--- src/rtl/sram_axi_bridge.sv ---
// Two sram-like cache ports to one single-beat AXI4 master, one transaction at a time.
// Optional sticky bus_err output when BRIDGE_ERR_LATCH_EN is defined.
module sram_axi_bridge #(
    parameter logic [3:0] INST_ID = 4'd0,
    parameter logic [3:0] DATA_ID = 4'd1
) (
    input  logic        clk,
    input  logic        rst,

    input  logic        inst_req,
    input  logic        inst_wr,
    input  logic [1:0]  inst_size,
    input  logic [31:0] inst_addr,
    input  logic [31:0] inst_wdata,
    output logic [31:0] inst_rdata,
    output logic        inst_addr_ok,
    output logic        inst_data_ok,

    input  logic        data_req,
    input  logic        data_wr,
    input  logic [1:0]  data_size,
    input  logic [31:0] data_addr,
    input  logic [31:0] data_wdata,
    output logic [31:0] data_rdata,
    output logic        data_addr_ok,
    output logic        data_data_ok,

    output logic [3:0]  arid,
    output logic [31:0] araddr,
    output logic [7:0]  arlen,
    output logic [2:0]  arsize,
    output logic [1:0]  arburst,
    output logic        arvalid,
    input  logic        arready,
    input  logic [3:0]  rid,
    input  logic [31:0] rdata,
    input  logic [1:0]  rresp,
    input  logic        rlast,
    input  logic        rvalid,
    output logic        rready,

    output logic [3:0]  awid,
    output logic [31:0] awaddr,
    output logic [7:0]  awlen,
    output logic [2:0]  awsize,
    output logic [1:0]  awburst,
    output logic        awvalid,
    input  logic        awready,
    output logic [31:0] wdata,
    output logic [3:0]  wstrb,
    output logic        wlast,
    output logic        wvalid,
    input  logic        wready,
    input  logic [3:0]  bid,
    input  logic [1:0]  bresp,
    input  logic        bvalid,
    output logic        bready
`ifdef BRIDGE_ERR_LATCH_EN
    ,
    output logic        bus_err
`endif
);

    typedef enum logic [2:0] {
        IDLE  = 3'd0,
        RADDR = 3'd1,
        RDATA = 3'd2,
        WADDR = 3'd3,
        WRESP = 3'd4
    } state_e;

    state_e      state_q, state_d;
    logic        sel_q, sel_d;
    logic        wr_q, wr_d;
    logic [1:0]  size_q, size_d;
    logic [31:0] addr_q, addr_d;
    logic [31:0] wdata_q, wdata_d;
    logic        aw_done_q, aw_done_d;
    logic        w_done_q, w_done_d;

    logic        idle;
    logic        grant;
    logic        req_wr;
    logic        aw_fin;
    logic        w_fin;
    logic        rd_fire;
    logic        wr_fire;

    assign idle  = (state_q == IDLE);
    assign grant = idle && (data_req || inst_req);
    assign req_wr = data_req ? data_wr : inst_wr;

    // A channel is finished if it completed earlier or handshakes now.
    assign aw_fin = aw_done_q || awready;
    assign w_fin  = w_done_q || wready;

    assign rd_fire = (state_q == RDATA) && rvalid;
    assign wr_fire = (state_q == WRESP) && bvalid;

    always_ff @(posedge clk or negedge rst) begin
        if (!rst) begin
            state_q <= IDLE;
        end else begin
            state_q <= state_d;
        end
    end

    always_comb begin
        state_d = state_q;
        case (state_q)
            IDLE: begin
                if (grant) begin
                    state_d = req_wr ? WADDR : RADDR;
                end
            end
            RADDR: begin
                if (arready) begin
                    state_d = RDATA;
                end
            end
            RDATA: begin
                if (rvalid) begin
                    state_d = IDLE;
                end
            end
            WADDR: begin
                if (aw_fin && w_fin) begin
                    state_d = WRESP;
                end
            end
            WRESP: begin
                if (bvalid) begin
                    state_d = IDLE;
                end
            end
            default: state_d = IDLE;
        endcase
    end

    always_comb begin
        arvalid      = 1'b0;
        rready       = 1'b0;
        awvalid      = 1'b0;
        wvalid       = 1'b0;
        bready       = 1'b0;
        inst_addr_ok = 1'b0;
        data_addr_ok = 1'b0;
        case (state_q)
            IDLE: begin
                data_addr_ok = rst && data_req;
                inst_addr_ok = rst && !data_req && inst_req;
            end
            RADDR:   arvalid = 1'b1;
            RDATA:   rready  = 1'b1;
            WADDR: begin
                awvalid = !aw_done_q;
                wvalid  = !w_done_q;
            end
            WRESP:   bready  = 1'b1;
            default: ;
        endcase
    end

    always_comb begin
        inst_data_ok = (rd_fire || wr_fire) && !sel_q;
        data_data_ok = (rd_fire || wr_fire) && sel_q;
        inst_rdata   = (rd_fire && !sel_q) ? rdata : 32'd0;
        data_rdata   = (rd_fire && sel_q) ? rdata : 32'd0;
    end

    always_comb begin
        sel_d     = sel_q;
        wr_d      = wr_q;
        size_d    = size_q;
        addr_d    = addr_q;
        wdata_d   = wdata_q;
        aw_done_d = aw_done_q;
        w_done_d  = w_done_q;
        if (grant) begin
            sel_d     = data_req;
            wr_d      = req_wr;
            size_d    = data_req ? data_size : inst_size;
            addr_d    = data_req ? data_addr : inst_addr;
            wdata_d   = data_req ? data_wdata : inst_wdata;
            aw_done_d = 1'b0;
            w_done_d  = 1'b0;
        end else if (state_q == WADDR) begin
            aw_done_d = aw_fin;
            w_done_d  = w_fin;
        end
    end

    always_ff @(posedge clk or negedge rst) begin
        if (!rst) begin
            sel_q     <= 1'b0;
            wr_q      <= 1'b0;
            size_q    <= 2'd0;
            addr_q    <= 32'd0;
            wdata_q   <= 32'd0;
            aw_done_q <= 1'b0;
            w_done_q  <= 1'b0;
        end else begin
            sel_q     <= sel_d;
            wr_q      <= wr_d;
            size_q    <= size_d;
            addr_q    <= addr_d;
            wdata_q   <= wdata_d;
            aw_done_q <= aw_done_d;
            w_done_q  <= w_done_d;
        end
    end

    assign arid    = sel_q ? DATA_ID : INST_ID;
    assign awid    = sel_q ? DATA_ID : INST_ID;
    assign araddr  = addr_q;
    assign awaddr  = addr_q;
    assign arsize  = {1'b0, size_q};
    assign awsize  = {1'b0, size_q};
    assign arlen   = 8'd0;
    assign awlen   = 8'd0;
    assign arburst = 2'b01;
    assign awburst = 2'b01;
    assign wlast   = 1'b1;
    assign wdata   = wdata_q;

    // Strobe is forced to zero unless the captured request is a store.
    always_comb begin
        wstrb = 4'b0000;
        if (wr_q) begin
            case (size_q)
                2'd0:    wstrb = 4'b0001 << addr_q[1:0];
                2'd1:    wstrb = addr_q[1] ? 4'b1100 : 4'b0011;
                default: wstrb = 4'b1111;
            endcase
        end
    end

`ifdef BRIDGE_ERR_LATCH_EN
    logic bus_err_q, bus_err_d;

    always_comb begin
        bus_err_d = bus_err_q;
        if ((rd_fire && rresp != 2'b00) || (wr_fire && bresp != 2'b00)) begin
            bus_err_d = 1'b1;
        end
    end

    always_ff @(posedge clk or negedge rst) begin
        if (!rst) begin
            bus_err_q <= 1'b0;
        end else begin
            bus_err_q <= bus_err_d;
        end
    end

    assign bus_err = bus_err_q;

    logic unused_resp;
    assign unused_resp = ^{rid, bid, rlast};
`else
    logic unused_resp;
    assign unused_resp = ^{rid, bid, rlast, rresp, bresp};
`endif

endmodule

--- config.mk ---
export PLATFORM = sky130hd
export DESIGN_NAME = sram_axi_bridge
export DESIGN_NICKNAME = d
export VERILOG_FILES = /design/src/rtl/sram_axi_bridge.sv
export SDC_FILE = /design/constraint.sdc
export NUM_CORES = 1
export LEC_CHECK = 0
export BUFFER_PORTS_ARGS = -buffer_cell sky130_fd_sc_hd__buf_2
export CAP_MARGIN = 30
export CORE_AREA = 10 10 145 147
export DETAILED_ROUTE_END_ITERATION = 16
export DIE_AREA = 0 0 155 157
export GPL_TIMING_DRIVEN = 0
export MAX_ROUTING_LAYER = met4
export PLACE_DENSITY = 0.6
export SLEW_MARGIN = 5
export SYNTH_ARGS = -nofsm -noshare
export SYNTH_HDL_FRONTEND = slang
export SYNTH_SLANG_ARGS = --single-unit
export TNS_END_PERCENT = 30
--- constraint.sdc ---
create_clock -name clk -period 2.3 [get_ports clk]
set_input_delay 0 -clock clk [delete_from_list [all_inputs] [get_ports clk]]
set_output_delay 0 -clock clk [all_outputs]
set_load 0.01 [all_outputs]
==> results.toml, run 1 <==
[outcome]
status = "finished clean"

[grt]
antenna_found_initial = 0
grt_start_max_net_pins = 40
grtUsageTotal = 0.144
grt_pass1_vias = 4847
overflow = 0
grt_pass1_wl_microns = 26700

[finish]
area_delta_synth_final_pct = 52.7
antenna_cells = 0
final_cell_mix = "buf_2, dfrtp_1, buf_4"
nets = 1002
drive_above_1_share = 0.712
final_util = 0.416
final_common_cell = "buf_2"

[cts]
post_cts_buffers = 0
numCtsBuffers = 9
clk_latency_ns = 0.34
path_clk_slew_ns = 0.06
cts_buffer_depth = 2
clk_root_buffer_cell = "clkbuf_16"
cts-resized-gates = 0
cts_tree = "yes"
htreeDepth = 3
cts_sinks = 73

[drt]
avgRoutedWirePerCell_microns = 17.3
wl_microns = 18200
remaining_drc_errors = 0
wl_met2_microns = 9270
firstDrtPassIters = 4
top_layer_used = "met4"
wl_met3_microns = 1510
drtAntennaViolNets = 0
vias_per_cell = 4.09
wl_met1_microns = 7230
num_vias = 4309
drt_iter0_drc = 99

[power_and_ir_drop]
max-vdd-ir-drop_v = 0.000669
leakage_uw = 0.00422
power_density_nw_per_um2 = 1190

[setup_path]
worstSetupEndpointType = "output pin"
worst-r2r-cell-count = 6
crit_fanout = 10
reg2reg_to = "araddr[24]"
crit_type = "reg -> out"
arrival_ns = 2.07
r2r_setup_slack_ns = 0.53
crit_path_start_kind = "register"
r2r_start = "state_q[1]"
required_ns = 2.30

[run]
max-cap-violations = 0

[worst_hold_path]
hp-class = "in -> reg"
holdPathEnd = "wdata[1]"
hold_start = "inst_wdata[1]"
hold_depth = 3

[timing]
fin_crit_ns = 2.07
period_share = 0.899
slew_headroom = 0.590
report.final.slew_viol_count = 0
max_freq_mhz = 484
tightestPinTransition_ns = 0.615
skew_ns = 0.00727
rsz0062_at_grt = "false"
setup_tns_ns = 0
finalHoldViolations = 0
setup_viol = 0

[synthesis]
yosysSeqAreaShare = 0.366
syn_area_per_cell_sq_um = 12.2
netlist_area_sq_um = 4990
syn_inst = 410
synth_edf_count = 0
async_flop_share = 1.00
ys_warn_count = 0
synth.distinct_cells = 35
ys.flop_type = "dfrtp_1"
synth-seq-cells = 73

[floorplanning]
die_height_microns = 157
start_util = 0.272
fp.dieW_microns = 155
ios = 396
num_rows = 50
core_area_sq_um = 18300
die_area_sq_um = 24300

[placement]
routabilityCongestion = 0.767
dpl.hpwl_microns = 15500
io_buffers = 352
==> worst max-delay path: stages (launching register included) <==
cell and delay (ns):
dfrtp_1 0.48, nor3b_2 0.32, nor3b_2 0.41, buf_2 0.26, and2_1 0.14, buf_2 0.13
==> stage by stage <==
stage | std cells | total power, uW | cell area (sq um) | setup WS (ns) | hold slack [ns]
5_1_grt | 1053 | 9690 | 7620 | 0.0432 | 0.00563
2_1_floorplan | 437 | 5790 | 5090 | 0.693 | -0.296
3_5_place_dp | 1024 | 7650 | 7170 | 0.498 | -0.00564
3_3_place_gp | 1023 | 7600 | 7150 | 0.417 | 0.261
6_report | 1053 | 9080 | 7620 | 0.232 | 0.0219
4_1_cts | 1053 | 9260 | 7620 | 0.168 | 0.000299
==> timing repair <==
item	CTS	global route
endpoints found under the hold margin	43	0
hold buffers	13	0
endpoints found under the setup margin	0	0
==> worst max-delay path by stage <==
stage / startpoint / end / slack, ns
after detailed placement: state_q[0] / wdata[10] / 0.50
after global placement: rst / inst_addr_ok / 0.42
final: state_q[0] / inst_rdata[26] / 0.23
after CTS: state_q[0] / inst_rdata[20] / 0.17
after global routing: state_q[0] / inst_rdata[12] / 0.04
after floorplan: state_q[1] / araddr[0] / 0.69
==> flip-flops by register name, indices dropped and copies added, names as in the netlist <==
| register | flops |
|---|---|
| wdata | 32 |
| wr_q | 1 |
| w_done_q | 1 |
| araddr | 32 |
| state_q | 3 |
| size_q | 2 |
| aw_done_q | 1 |
| sel_q | 1 |
==> power breakdown <==
group	internal, uW	total [uW]	switching, uW	leakage, uW
logic	2940	5070	2130	0.00320
registers	1960	2490	534	0.000863
clock network	954	1510	558	0.000153
==> final cells by class <==
cell class                      count  area [sq um]
Clock inverter                      6          90.1
Sequential cell                    73          1830
Timing Repair Buffer              366          1910
Tap cell                          234           293
Clock buffer                       10           229
Inverter                            6          22.5
Buffer                             88           713
Multi-Input combinational cell    270          2530
Fill cell                        1830         10700
==> metal layers <==
layer,track usage,vias up
met1,0.156,1967
met5,-,-
met4,0.0342,0
met3,0.0483,15
li1,-,2095
met2,0.248,232
==> kinds of logic after synthesis <==
kind of cell    share of synthesized area
flops                               0.366
simple gates                        0.116
other cells                       0.00151
buf+inv                             0.147
compound gates                     0.0238
mux                                 0.345
==> synthesized netlist by cell type (2+ instances only) <==
| library cell | n | area (sq um) |
|---|---|---|
| nand2b_1 | 3 | 18.8 |
| nand3b_1 | 4 | 30.0 |
| buf_4 | 65 | 488 |
| nor2_1 | 7 | 26.3 |
| and2_1 | 65 | 407 |
| o21ai_0 | 2 | 10.0 |
| a22o_1 | 2 | 17.5 |
| buf_2 | 5 | 25.0 |
| mux2_4 | 64 | 961 |
| mux2i_1 | 4 | 40.0 |
| inv_1 | 6 | 22.5 |
| buf_6 | 2 | 22.5 |
| mux2_2 | 64 | 721 |
| dfrtp_1 | 73 | 1830 |
| clkbuf_1 | 6 | 22.5 |
| nor3b_2 | 2 | 25.0 |
| nand2_1 | 3 | 11.3 |
| buf_12 | 7 | 140 |
| a21oi_1 | 7 | 35.0 |
| clkbuf_2 | 3 | 15.0 |
| conb_1 | 2 | 7.51 |
Note: power is estimated with default switching activity, not from simulation.
==> run 2, diff against run 1 <==
--- a/config.mk
+++ b/config.mk
@@ -7,12 +7,14 @@
 export LEC_CHECK = 0
 export BUFFER_PORTS_ARGS = -buffer_cell sky130_fd_sc_hd__buf_2
 export CAP_MARGIN = 30
-export CORE_AREA = 10 10 145 147
+export CELL_PAD_IN_SITES_DETAIL_PLACEMENT = 1
+export CELL_PAD_IN_SITES_GLOBAL_PLACEMENT = 1
+export CORE_AREA = 10 10 147 149
 export DETAILED_ROUTE_END_ITERATION = 16
-export DIE_AREA = 0 0 155 157
-export GPL_TIMING_DRIVEN = 0
+export DIE_AREA = 0 0 157 159
+export GPL_TIMING_DRIVEN = 1
 export MAX_ROUTING_LAYER = met4
-export PLACE_DENSITY = 0.6
+export PLACE_DENSITY = 0.77
 export SLEW_MARGIN = 5
 export SYNTH_ARGS = -nofsm -noshare
 export SYNTH_HDL_FRONTEND = slang
==> run 2 against run 1 <==
Compared with the run above:
- clock skew grew 0.0022 ns
- sequential power grew 2%
- via count shrank 2.6%
- power shrank 7.4%
- worst hold slack lost 0.0021 ns
- combinational power shrank 13%
- wire length grew 10%
- worst setup slack gained 0.046 ns
- first-iteration DRC count grew 25%
- sequential cell count is the same
- maximum frequency grew 2.3%
- highest routed layer unchanged
==> results.toml, run 2 (synthesis gave the netlist of run 1 again) <==
[outcome]
status = "finished clean"

[setup_path]
cp_top_family = "simple AND/OR/NAND/NOR gates"
crit_fanout = 32
r2r_setup_slack_ns = 0.48
crit_type = "reg -> out"
crit_chain = "nor3b_2 -> nor3b_2 -> buf_4 -> and2_1 -> buf_2"
required_ns = 2.30
cp_common_cell = "nor3b_2"
r2r_start = "state_q[1]"
reg2reg_to = "araddr[19]"
critPathBufInv = 2
crit_path_start_kind = "register"
cp_slowest_cell = "dfrtp_1"
max_stage_delay_ns = 0.53
worstSetupEndpointType = "output pin"
arrival_ns = 2.02
worst-r2r-cell-count = 4

[timing]
hold_ws_ns = 0.0198
finalHoldViolations = 0
max_freq_mhz = 494
setup_viol = 0
skew_ns = 0.00943
tightestPinTransition_ns = 0.540
setup_tns_ns = 0
period_share = 0.879
slew_headroom = 0.640
fin_crit_ns = 2.02
report.final.slew_viol_count = 0
rsz0062_at_grt = "false"

[grt]
antenna_found_initial = 7
grt_pass1_vias = 4875
overflow = 0
grt_start_max_net_pins = 46
grtUsageTotal = 0.155
grt_pass1_wl_microns = 28900

[finish]
final_common_cell = "buf_2"
area_delta_synth_final_pct = 39.7
drive_above_1_share = 0.693
final_cell_mix = "buf_2, dfrtp_1, and2_1"
nets = 917

[floorplanning]
core_area_sq_um = 18600
start_util = 0.269
fp.dieW_microns = 157
die_area_sq_um = 25000
num_rows = 50
die_height_microns = 159
ios = 396

[drt]
remaining_drc_errors = 0
avgRoutedWirePerCell_microns = 20.7
vias_per_cell = 4.31
num_vias = 4197
drt_iter0_drc = 124
wl_microns = 20100
firstDrtPassIters = 4
drtAntennaViolNets = 0

[power_and_ir_drop]
power_density_nw_per_um2 = 1210
leakage_uw = 0.00380
max-vdd-ir-drop_v = 0.000581

[cts]
cts_sinks = 73
cts_buffer_depth = 2
clk_root_buffer_cell = "clkbuf_16"
cts_tree = "yes"
path_clk_slew_ns = 0.06
clk_latency_ns = 0.34
post_cts_buffers = 0
htreeDepth = 3
numCtsBuffers = 9

[run]
max-cap-violations = 0

[placement]
dpl.hpwl_microns = 16800
io_buffers = 353
routabilityCongestion = 0.797

[worst_hold_path]
hold_depth = 3
hold_start = "data_addr[10]"
holdPathEnd = "araddr[10]"
hp-class = "in -> reg"
[run 2: what timing repair did]
action	CTS	global route
gates resized for setup	0	0
hold buffers	9	0
endpoints found under the hold margin	34	0
[run 2: worst max path at each step]
stage | start | to | cells past startpoint | slack (ns)
after CTS | state_q[1] | inst_rdata[9] | 5 | 0.21
after detailed placement | state_q[1] | araddr[9] | 4 | 0.46
after global placement | state_q[1] | wdata[2] | 4 | 0.50
after floorplan | state_q[1] | araddr[0] | 6 | 0.69
after global routing | state_q[1] | inst_rdata[9] | 5 | 0.11
final | state_q[1] | inst_rdata[9] | 5 | 0.28
[run 2: routing by layer]
metal | GRT usage | vias to the layer above | share of wire
met5 | - | - | 0
li1 | - | 1925 | -
met1 | 0.145 | 1998 | 0.36
met3 | 0.0505 | 29 | 0.082
met4 | 0.0567 | 0 | 0.026
met2 | 0.286 | 245 | 0.53
[run 2: worst reg2reg max path, delay by kind of cell, from the launching register on]
| family | cells | cell delay, ns |
|---|---|---|
| AOI/OAI and AO/OA | 1 | 0.21 |
| buffers and inverters | 1 | 0.28 |
| DFF | 1 | 0.49 |
| muxes | 1 | 0.39 |
| and+or+nand+nor | 1 | 0.34 |
[run 2: final cells by class]
cell class	instances	area, sq um
diodes	5	12.5
clock buffers	11	243
clock inverters	5	63.8
fillers	2191	11600
inverters	6	22.5
multi-input cells	270	2540
flip-flops and latches	73	1830
well taps	234	293
repair buffers	369	1970
[run 2: power breakdown]
group / leakage, uW / total (uW) / switching (uW) / internal (uW)
registers: 0.000863 / 2540 / 588 / 1960
clock network: 0.000146 / 1450 / 569 / 878
logic: 0.00279 / 4410 / 2060 / 2350
[run 2: stage by stage]
step	util	worst slack [ns]	total power [uW]	area (sq um)	cells
after floorplan	-	0.693	5790	5090	437
after global placement	0.353	0.503	6900	6560	943
after detailed placement	0.353	0.463	7050	6560	943
after CTS	0.375	0.212	8580	6960	968
after global routing	0.375	0.105	8960	6970	973
final	0.375	0.278	8400	6970	973
==> run 3, diff against run 2 <==
--- a/config.mk
+++ b/config.mk
@@ -5,16 +5,17 @@
 export SDC_FILE = /design/constraint.sdc
 export NUM_CORES = 1
 export LEC_CHECK = 0
+export ABC_AREA = 1
 export BUFFER_PORTS_ARGS = -buffer_cell sky130_fd_sc_hd__buf_2
 export CAP_MARGIN = 30
 export CELL_PAD_IN_SITES_DETAIL_PLACEMENT = 1
 export CELL_PAD_IN_SITES_GLOBAL_PLACEMENT = 1
-export CORE_AREA = 10 10 147 149
+export CORE_MARGIN = 10
+export CORE_UTILIZATION = 26
 export DETAILED_ROUTE_END_ITERATION = 16
-export DIE_AREA = 0 0 157 159
 export GPL_TIMING_DRIVEN = 1
 export MAX_ROUTING_LAYER = met4
-export PLACE_DENSITY = 0.77
+export PLACE_DENSITY = 0.82
 export SLEW_MARGIN = 5
 export SYNTH_ARGS = -nofsm -noshare
 export SYNTH_HDL_FRONTEND = slang
==> run 3 against run 2 <==
Compared with the run above:
- the flow now finishes with violations (negative hold slack)
- synthesized cell count is 51% higher
- final cell count grew 31%
- power grew 15%
- worst hold slack got worse by 0.023 ns
- critical endpoint is now araddr[13]
- largest power group unchanged
==> results.toml, run 3 <==
[finish]
final_common_cell = "buf_2"
instances_no_fill = 1270
finalInstanceArea_sq_um = 7860
fill_cells = 2317
drive_above_1_share = 0.430
final_cell_mix = "buf_2, nor2_1, dlygate4sd3_1"
nets = 1220
area_delta_synth_final_pct = 63.6

[grt]
grt_start_max_net_pins = 52
antenna_found_initial = 5
grt_pass1_vias = 6470
grt_pass1_wl_microns = 36000
grtUsageTotal = 0.195
overflow = 0

[floorplanning]
die_area_sq_um = 24300
die_height_microns = 156
start_util = 0.266
ios = 396
fp.dieW_microns = 156
num_rows = 49
core_area_sq_um = 18100

[cts]
cts_sinks = 73
numCtsBuffers = 9
htreeDepth = 3
clk_latency_ns = 0.34
cts_tree = "yes"
cts_buffer_depth = 2
path_clk_slew_ns = 0.06
clk_root_buffer_cell = "clkbuf_16"

[setup_path]
worstSetupEndpointType = "register"
crit_fanout = 51
arrival_ns = 2.45
required_ns = 2.57
max_stage_delay_ns = 0.62
cp_slowest_cell = "dlygate4sd3_1"
crit_type = "reg -> reg"
crit_chain = "nor2_4 -> nand2_2 -> nor2_4 -> inv_6 -> buf_12 -> o31ai_2 -> dlygate4sd3_1"
crit_path_start_kind = "register"
cp_common_cell = "nor2_4"
worst-r2r-cell-count = 7

[placement]
io_buffers = 353
placed_cell_area_sq_um = 6370
placed_cells = 1137
routabilityCongestion = 0.792
dpl.hpwl_microns = 17200

[drt]
drt_iter0_drc = 164
firstDrtPassIters = 4
wl_microns = 24400
vias_per_cell = 4.51
avgRoutedWirePerCell_microns = 19.2
num_vias = 5729
remaining_drc_errors = 0
drtAntennaViolNets = 0

[timing]
period_share = 0.949
hold_ws_ns = -0.00342
rsz0062_at_grt = "false"
setup_tns_ns = 0
skew_ns = 0.00678
finalHoldViolations = 1
max_freq_mhz = 458
report.final.slew_viol_count = 0
fin_crit_ns = 2.18
setup_viol = 0

[synthesis]
synth_edf_count = 0
yosys.area.top_type = "dfrtp_1"
synth-seq-cells = 73
synthTopCellsByArea = "dfrtp_1, nor2_1, o31ai_2, buf_4, nand2_1"
yosysSeqAreaShare = 0.380
synth_top_area_frac = 0.380
netlist_area_sq_um = 4800
synth_common_cells = "nor2_1, nand2_1, dfrtp_1"
syn_inst = 618
synth.most_common_cell = "nor2_1"
ys_warn_count = 0
async_flop_share = 1.00
syn_area_per_cell_sq_um = 7.77
synth.distinct_cells = 22
ys.flop_type = "dfrtp_1"

[power_and_ir_drop]
p_sw_frac = 0.423
power_density_nw_per_um2 = 1230
p_seq_frac = 0.257
max-vdd-ir-drop_v = 0.000557
p_clk_frac = 0.171
comb_power_share = 0.571
leakage_uw = 0.00447
internal-power_uw = 5560
switchingPower_uw = 4070

[run]
max-cap-violations = 0

[outcome]
status = "finished, violations left"
violations = "negative hold slack"

[worst_hold_path]
hp-class = "in -> reg"
hold_depth = 3
## run 3: cell types whose count changed after synthesis, moves of 7 or more
| cell | delta |
|---|---|
| mux2_4 | -64 |
| o31ai_2 | +59 |
| nor2_1 | +200 |
| inv_1 | +47 |
| o31ai_1 | +7 |
| buf_2 | +10 |
| buf_12 | -7 |
| mux2_2 | -64 |
| and2_1 | -65 |
| nand2_1 | +88 |
## run 3: area by class of cell
type	count	area [sq um]	area share
well taps	229	287	0.0365
clock buffers	10	239	0.0304
diodes	5	12.5	0.00159
inverters	54	208	0.0264
multi-input cells	417	2160	0.275
repair buffers	477	3020	0.384
clock inverters	5	104	0.0132
flip-flops and latches	73	1830	0.232
## run 3: per-layer routing
metal,global-route usage,vias to the layer above,part of all wire
met5,-,-,0
met1,0.187,2751,0.36
met3,0.0532,44,0.077
li1,-,2671,-
met4,0.0886,0,0.032
met2,0.357,263,0.54
## run 3: logic make-up after synthesis
kind of cell,Yosys count,synth area share
and+or+nand+nor,308,0.247
DFF,73,0.380
other,2,0.00156
buffers and inverters,155,0.191
AOI/OAI and AO/OA,80,0.181
## run 3: worst paths after layout
| check | from | to | slack [ns] |
|---|---|---|---|
| max reg2reg | state_q[1] | araddr[13] | 0.12 |
| max in group asynchronous | rst | wdata[13] | 1.50 |
| min reg2reg | wdata[21] | wdata[21] | 0.49 |
| max | state_q[1] | araddr[13] | 0.12 |
| min in group asynchronous | rst | wdata[23] | 0.18 |
| min | data_wdata[5] | wdata[5] | -0.003 |
## run 3: worst max-delay path, delay by kind of cell (launching register included)
family / cells / cell delay, ns
compound gates: 1 / 0.22
simple gates: 3 / 0.40
buf+inv: 3 / 1.01
flops: 1 / 0.45
## run 3: power groups by stage
stage                     Sequential [uW]  Combinational [uW]  Clock, uW
after floorplan                      2640                2890          0
after global placement               2440                4360          0
after detailed placement             2470                4510          0
after CTS                            2460                5420       1700
after global routing                 2570                5980       1740
final                                2480                5510       1650
## run 3: per-stage QoR
| stage | setup slack [ns] | hold WS (ns) | power, uW | utilization |
|---|---|---|---|---|
| 2_1_floorplan | 0.963 | -0.296 | 5540 | - |
| 3_3_place_gp | 0.679 | 0.00191 | 6810 | 0.352 |
| 3_5_place_dp | 0.623 | 0.00661 | 6970 | 0.352 |
| 4_1_cts | 0.0716 | 0.000127 | 9570 | 0.434 |
| 5_1_grt | 0.00269 | 0.0113 | 10300 | 0.434 |
| 6_report | 0.116 | -0.00342 | 9640 | 0.434 |
## run 3: repair_timing
item | CTS | global route
hold buffers | 113 | 0
gates resized for setup | 0 | 1
endpoints found under the setup margin | 0 | 28
buffers inserted | 0 | 0
endpoints found under the hold margin | 98 | 0
